[config.mk]
export PLATFORM = sky130hd
export DESIGN_NAME = pkt_buf_writer
export DESIGN_NICKNAME = d
export VERILOG_FILES = /design/src/rtl/pkt_buf_writer.sv
export SDC_FILE = /design/constraint.sdc
export NUM_CORES = 1
export LEC_CHECK = 0
export CORE_ASPECT_RATIO = 0.9
export CORE_UTILIZATION = 53
export DETAILED_ROUTE_END_ITERATION = 8
export PLACE_DENSITY = 0.79
export SYNTH_ARGS = -nofsm -noshare
export SYNTH_HDL_FRONTEND = slang
export SYNTH_SLANG_ARGS = --single-unit
[constraint.sdc]
create_clock -name wr_clk -period 2 [get_ports wr_clk]
set_input_delay 0.6 -clock wr_clk [delete_from_list [all_inputs] [get_ports wr_clk]]
set_output_delay 0.6 -clock wr_clk [all_outputs]
set_load 0.01 [all_outputs]
[src/rtl/pkt_buf_writer.sv]
// Write-side packetizer for the ping-pong packet buffers.
// Frames a byte-wide pixel stream into fixed-size packets (4-word header plus
// payload) and writes them alternately into buffer A and buffer B. A buffer is
// reused only after the read side reports it drained.
module pkt_buf_writer #(
  parameter int unsigned DATA_WIDTH = 8,
  parameter int unsigned PKT_SIZE   = 60,
  parameter int unsigned HDR_LEN    = 4
) (
  input  logic                  wr_clk,
  input  logic                  rst_n,
  input  logic                  pix_valid,
  input  logic                  pix_sof,
  input  logic [DATA_WIDTH-1:0] pix_data,
  output logic                  pix_ready,
  output logic [DATA_WIDTH-1:0] din,
  output logic                  wr_en_a,
  output logic                  wr_en_b,
  input  logic                  full_a,
  input  logic                  full_b,
  input  logic                  rd_out_a,
  input  logic                  rd_out_b,
  output logic                  buf_filled_a,
  output logic                  buf_filled_b,
  output logic [7:0]            frame_id,
  output logic                  err
);

  localparam int unsigned PayLen = PKT_SIZE - HDR_LEN;
  localparam int unsigned CntW   = $clog2(PKT_SIZE + 1);

  typedef enum logic [2:0] {
    StWaitBuf,
    StHdr,
    StPayload,
    StClose,
    StCheck
  } state_e;

  state_e                state_q, state_d;
  logic [CntW-1:0]       cnt_q, cnt_d;
  logic [DATA_WIDTH-1:0] din_q, din_d;
  logic                  wr_en_a_q, wr_en_a_d;
  logic                  wr_en_b_q, wr_en_b_d;
  logic                  sel_q, sel_d;  // 0: buffer A, 1: buffer B
  logic [7:0]            seq_q, seq_d;
  logic [7:0]            frame_id_q, frame_id_d;
  logic                  sof_pend_q, sof_pend_d;
  logic                  err_q, err_d;
  logic                  filled_a_q, filled_a_d;
  logic                  filled_b_q, filled_b_d;

  // [0],[1]: two-stage synchronizer; [2]: previous synchronized value
  logic [2:0]            sync_a_q, sync_b_q;
  logic                  drain_a, drain_b;

  logic [DATA_WIDTH-1:0] hdr_word;
  logic                  tgt_filled;
  logic                  tgt_full;
  logic                  chk_a, chk_b;

  // Bring the read-side drained flags into wr_clk and keep one extra stage for edge detection.
  always_ff @(posedge wr_clk or negedge rst_n) begin
    if (!rst_n) begin
      sync_a_q <= '0;
      sync_b_q <= '0;
    end else begin
      sync_a_q <= {sync_a_q[1:0], rd_out_a};
      sync_b_q <= {sync_b_q[1:0], rd_out_b};
    end
  end

  assign drain_a = sync_a_q[1] & ~sync_a_q[2];
  assign drain_b = sync_b_q[1] & ~sync_b_q[2];

  // Select the header word for the current header index.
  always_comb begin
    hdr_word = '0;
    case (cnt_q)
      CntW'(0): hdr_word = DATA_WIDTH'(8'hA5);
      CntW'(1): hdr_word = DATA_WIDTH'(8'h5A);
      CntW'(2): hdr_word = DATA_WIDTH'(frame_id_q);
      CntW'(3): hdr_word = DATA_WIDTH'(seq_q);
      default:  hdr_word = '0;
    endcase
  end

  // Next-state logic: packet FSM, buffer status, counters and error flag.
  always_comb begin
    state_d    = state_q;
    cnt_d      = cnt_q;
    din_d      = din_q;
    wr_en_a_d  = 1'b0;
    wr_en_b_d  = 1'b0;
    sel_d      = sel_q;
    seq_d      = seq_q;
    frame_id_d = frame_id_q;
    sof_pend_d = sof_pend_q;
    err_d      = err_q;
    filled_a_d = filled_a_q;
    filled_b_d = filled_b_q;
    pix_ready  = 1'b0;

    tgt_filled = sel_q ? filled_b_q : filled_a_q;
    tgt_full   = sel_q ? full_b : full_a;
    chk_a      = (state_q == StCheck) && !sel_q;
    chk_b      = (state_q == StCheck) && sel_q;

    // Drain edges free a buffer; a drain for an already free buffer is a protocol error,
    // except when it lands on the CHECK of that buffer (late drain of the previous packet).
    if (drain_a) begin
      if (!filled_a_q && !chk_a) err_d = 1'b1;
      filled_a_d = 1'b0;
    end
    if (drain_b) begin
      if (!filled_b_q && !chk_b) err_d = 1'b1;
      filled_b_d = 1'b0;
    end

    unique case (state_q)
      StWaitBuf: begin
        if (!tgt_filled && pix_valid) begin
          state_d = StHdr;
          cnt_d   = '0;
        end
      end
      StHdr: begin
        din_d = hdr_word;
        if (sel_q) wr_en_b_d = 1'b1;
        else       wr_en_a_d = 1'b1;
        if (cnt_q == CntW'(HDR_LEN - 1)) begin
          state_d = StPayload;
          cnt_d   = '0;
        end else begin
          cnt_d = cnt_q + 1'b1;
        end
      end
      StPayload: begin
        pix_ready = 1'b1;
        if (pix_valid) begin
          din_d = pix_data;
          if (sel_q) wr_en_b_d = 1'b1;
          else       wr_en_a_d = 1'b1;
          // A new frame starts at this beat; the current packet still completes.
          if (pix_sof) begin
            frame_id_d = frame_id_q + 8'd1;
            sof_pend_d = 1'b1;
          end
          if (cnt_q == CntW'(PayLen - 1)) begin
            state_d = StClose;
          end else begin
            cnt_d = cnt_q + 1'b1;
          end
        end
      end
      StClose: begin
        state_d = StCheck;
      end
      StCheck: begin
        if (!tgt_full) err_d = 1'b1;
        // Applied after the drain handling so the FILLED mark wins a coincident drain.
        if (sel_q) filled_b_d = 1'b1;
        else       filled_a_d = 1'b1;
        sel_d      = ~sel_q;
        seq_d      = sof_pend_q ? 8'd0 : seq_q + 8'd1;
        sof_pend_d = 1'b0;
        state_d    = StWaitBuf;
      end
      default: begin
        state_d = StWaitBuf;
      end
    endcase
  end

  // State and registered outputs.
  always_ff @(posedge wr_clk or negedge rst_n) begin
    if (!rst_n) begin
      state_q    <= StWaitBuf;
      cnt_q      <= '0;
      din_q      <= '0;
      wr_en_a_q  <= 1'b0;
      wr_en_b_q  <= 1'b0;
      sel_q      <= 1'b0;
      seq_q      <= 8'd0;
      frame_id_q <= 8'd0;
      sof_pend_q <= 1'b0;
      err_q      <= 1'b0;
      filled_a_q <= 1'b0;
      filled_b_q <= 1'b0;
    end else begin
      state_q    <= state_d;
      cnt_q      <= cnt_d;
      din_q      <= din_d;
      wr_en_a_q  <= wr_en_a_d;
      wr_en_b_q  <= wr_en_b_d;
      sel_q      <= sel_d;
      seq_q      <= seq_d;
      frame_id_q <= frame_id_d;
      sof_pend_q <= sof_pend_d;
      err_q      <= err_d;
      filled_a_q <= filled_a_d;
      filled_b_q <= filled_b_d;
    end
  end

  assign din          = din_q;
  assign wr_en_a      = wr_en_a_q;
  assign wr_en_b      = wr_en_b_q;
  assign buf_filled_a = filled_a_q;
  assign buf_filled_b = filled_b_q;
  assign frame_id     = frame_id_q;
  assign err          = err_q;

endmodule

==> results by group <==
STA
  – Post-route minimum period: 1925 ps
  – Hold Slack: 264.2 ps
  – Final setup fails: 0
  – Final worst path period share: 96.27%
  – Unrepaired setup endpoints after global routing: false
  – Rel. slew slack: approximately two thirds
  – Fmax: 519.4 MHz
  – Worst-margin pin slew: 499.6 ps
  – Hold Fails Final Rpt: 0
  – Max Slew Vio Count: 0
  – Clock Skew: 4.995 ps

Worst setup path
  – Worst path arrival time: ~1300 ps
  – CP required: 1400 ps
  – Worst path cell trace: clkdlybuf4s50_1
  – Worst R2R End: din[7]
  – Levels on crit path: 1
  – Crit path capture type: output pin
  – Flop-to-flop setup slack: approximately 160 ps
  – Worst setup path class: flip-flop to output pin
  – CP delay by family, top: buffers and inverters
  – Max FO, Critical Path: 6
  – Crit path buffers/inverters: 1
  – Worst Setup Start Kind: flip-flop
  – CP max stage delay: 580 ps
  – Worst r2r path cells: 5
  – CP max stage cell: clkdlybuf4s50_1
  – Worst r2r src: state_q[1]

Floorplanning
  – Site row count: 22
  – Core area: 4156 um2
  – Starting density of the core: between 50% and 60%
  – I/O pin cnt: 38
  – Die width: 72.24 um
  – Total die area: 4711 um2
  – Vert. Die Dim: 65.22 um

Global routing
  – Vias in the first global route: 1,782
  – Largest net degree at the start of global routing: 27
  – GRT Total Usage: 23.54%
  – GR Overflow Total: 0
  – Initial antenna violation count: 0
  – First-pass GRT wire length: about 8500 um

Yosys
  – Seq cells post-synth: 46
  – Post-synthesis sequential area ratio: 48.91%
  – Top-count cell post-synth: dfrtp_1
  – Post-synth EDFFs: 0
  – Yosys cell types: 45
  – Largest area contributor in the netlist: dfrtp_1
  – Most used DFF post-synth: dfrtp_1
  – Syn_area_per_cell: 10.60 um2
  – Cell Area, Synth: 2354 um2
  – Post-synthesis async set-or-reset flop share: 100.0%
  – Syn Inst Count: 222
  – Post-synth top area share: approximately half
  – Area contributors post-synth: dfrtp_1 (49%), o221ai_2 (5.1%), nand2_1 (4.5%), xnor2_1 (3.7%), ha_1 (3.2%)
  – Commonest cells in the synthesized netlist: dfrtp_1 (46), nand2_1 (28), o21ai_0 (12), nor2_1 (11)
  – Synth warnings: 0
  – Mapped Nets: about 240

Placement
  – Final HPWL from detailed placement: 3721 um
  – PortBufs: 37
  – GPL Wtd Cong: slightly above 0.8

Layout
  – Antenna Cells: 0
  – Fin util: a little under three quarters
  – Layout area overhead: 26.79%
  – Layout cells sized above 1: 15.44%
  – Nets@finish: 294

Detailed routing
  – Vias: 1,895
  – Wire length reported by the detailed router: 5092 um
  – Routed wire per std cell: between 15 and 20 um
  – M1 WL: ~2400 um
  – Pre-antenna DRT Iters: 4
  – DR top layer: met4
  – WL met2: 2474 um
  – Met3 Wirelength: roughly 180 um
  – Routed Antenna Nets: 0
  – Remaining DRCs: 0
  – Vias per cell: 5.708
  – 1st-iter DRT viols: 147

CTS
  – CTS Buffer Depth: 2
  – Root buf cell: clkbuf_8
  – CTS tree: built
  – Sink Count: 46
  – H-tree lvl count: 2
  – Reg clk slew, reported paths: 80 ps
  – Setup Fix Bufs, Post-CTS: 0
  – Clock Latency Late Sink: 290 ps
  – Num CTS Buffers: 5

Power
  – Leakage: 1.269 nW
  – P per Cell Area: 1376 nW/um2
  – Worst IR Drop VDD: ~0.00095 V

Run
  – Max-cap violations: 0

Status
  – Outcome: finished clean

Worst hold path
  – Type of the worst min-delay path: input port to async pin
layout make-up:
cell class                 count  area, um2
fill                         302       1172
sequential                    46       1151
multi-input combinational    157       1105
timing repair buffer          56      518.0
clock buffer                   6      82.58
tap                           60      75.07
clock inverter                 1      30.03
inverter                       6      22.52
state kept, by name, summed over array words and instances, names as in the netlist, 3 cells and up:
register	flops
cnt_q	6
seq_q	8
state_q	3
frame_id	8
sync_b_q	3
sync_a_q	3
din	8
cells by family after synthesis:
logic type / Yosys count / synth area share (%)
and+or+nand+nor: 81 / 18.61
AOI/OAI and AO/OA: 55 / 19.30
DFF: 46 / 48.91
buffers and inverters: 19 / 4.146
xor gates and xnor gates: 12 / 4.466
adders and majority gates: 6 / 3.190
muxes: 3 / 1.382
cells in the final DEF (no fill, tap or decap), types with 2 or more instances in the layout:
master / count
ha_1: 6
o2111ai_1: 3
xor2_1: 2
nand2_1: 28
a221oi_1: 8
o31ai_1: 2
inv_1: 6
o21ai_0: 12
nand3_1: 10
a31oi_1: 2
mux2_2: 2
and3_1: 6
buf_4: 18
nand4_1: 3
nor2_1: 11
nand2b_1: 7
dlygate4sd2_1: 2
a21oi_1: 8
o221ai_2: 8
a21o_1: 2
nor3_1: 3
a32o_1: 2
clkbuf_8: 6
xnor2_1: 10
nor2b_1: 3
clkdlybuf4s50_1: 34
o221ai_1: 2
dfrtp_1: 46
stage by stage:
| step | power [mW] | setup WS [ps] | area, um2 | setup TNS [ps] | cells |
|---|---|---|---|---|---|
| floorplan | 2.627 | 120.5 | 2354 | 0 | 222 |
| global placement | 3.371 | -345.5 | 2874 | -3255 | 325 |
| detailed placement | 3.429 | -361.9 | 2874 | -3555 | 325 |
| CTS | 4.122 | 73.42 | 2984 | 0 | 332 |
| global route | 4.394 | 12.05 | 2984 | 0 | 332 |
| finish | 4.107 | 74.60 | 2984 | 0 | 332 |
metal layers:
metal	track usage, %	vias up
li1	-	913
met1	31.99	925
met2	38.55	49
met3	4.448	8
met4	6.618	0
met5	0	-
repair_timing:
action | CTS | global route
hold buffers | 0 | 0
hold endpoints to repair | 0 | 0
resized for setup | 2 | 0
setup endpoints to repair | 9 | 0
where the power goes:
group | switching [mW] | total, mW | internal, mW
Combinational | 1.01 | 1.99 | 0.980
Sequential | 0.254 | 1.43 | 1.17
Clock | 0.294 | 0.694 | 0.400
Total | 1.56 | 4.11 | 2.55
worst max-delay path by stage:
stage / startpoint / to / slack (ps)
6_report: frame_id[2] / frame_id[2] / 70
3_3_place_gp: pix_valid / din[3] / -350
4_1_cts: frame_id[2] / frame_id[2] / 70
2_1_floorplan: pix_valid / din[0] / 120
5_1_grt: state_q[2] / pix_ready / 10
3_5_place_dp: pix_valid / din[7] / -360
Note: power is estimated with default switching activity, not from simulation.
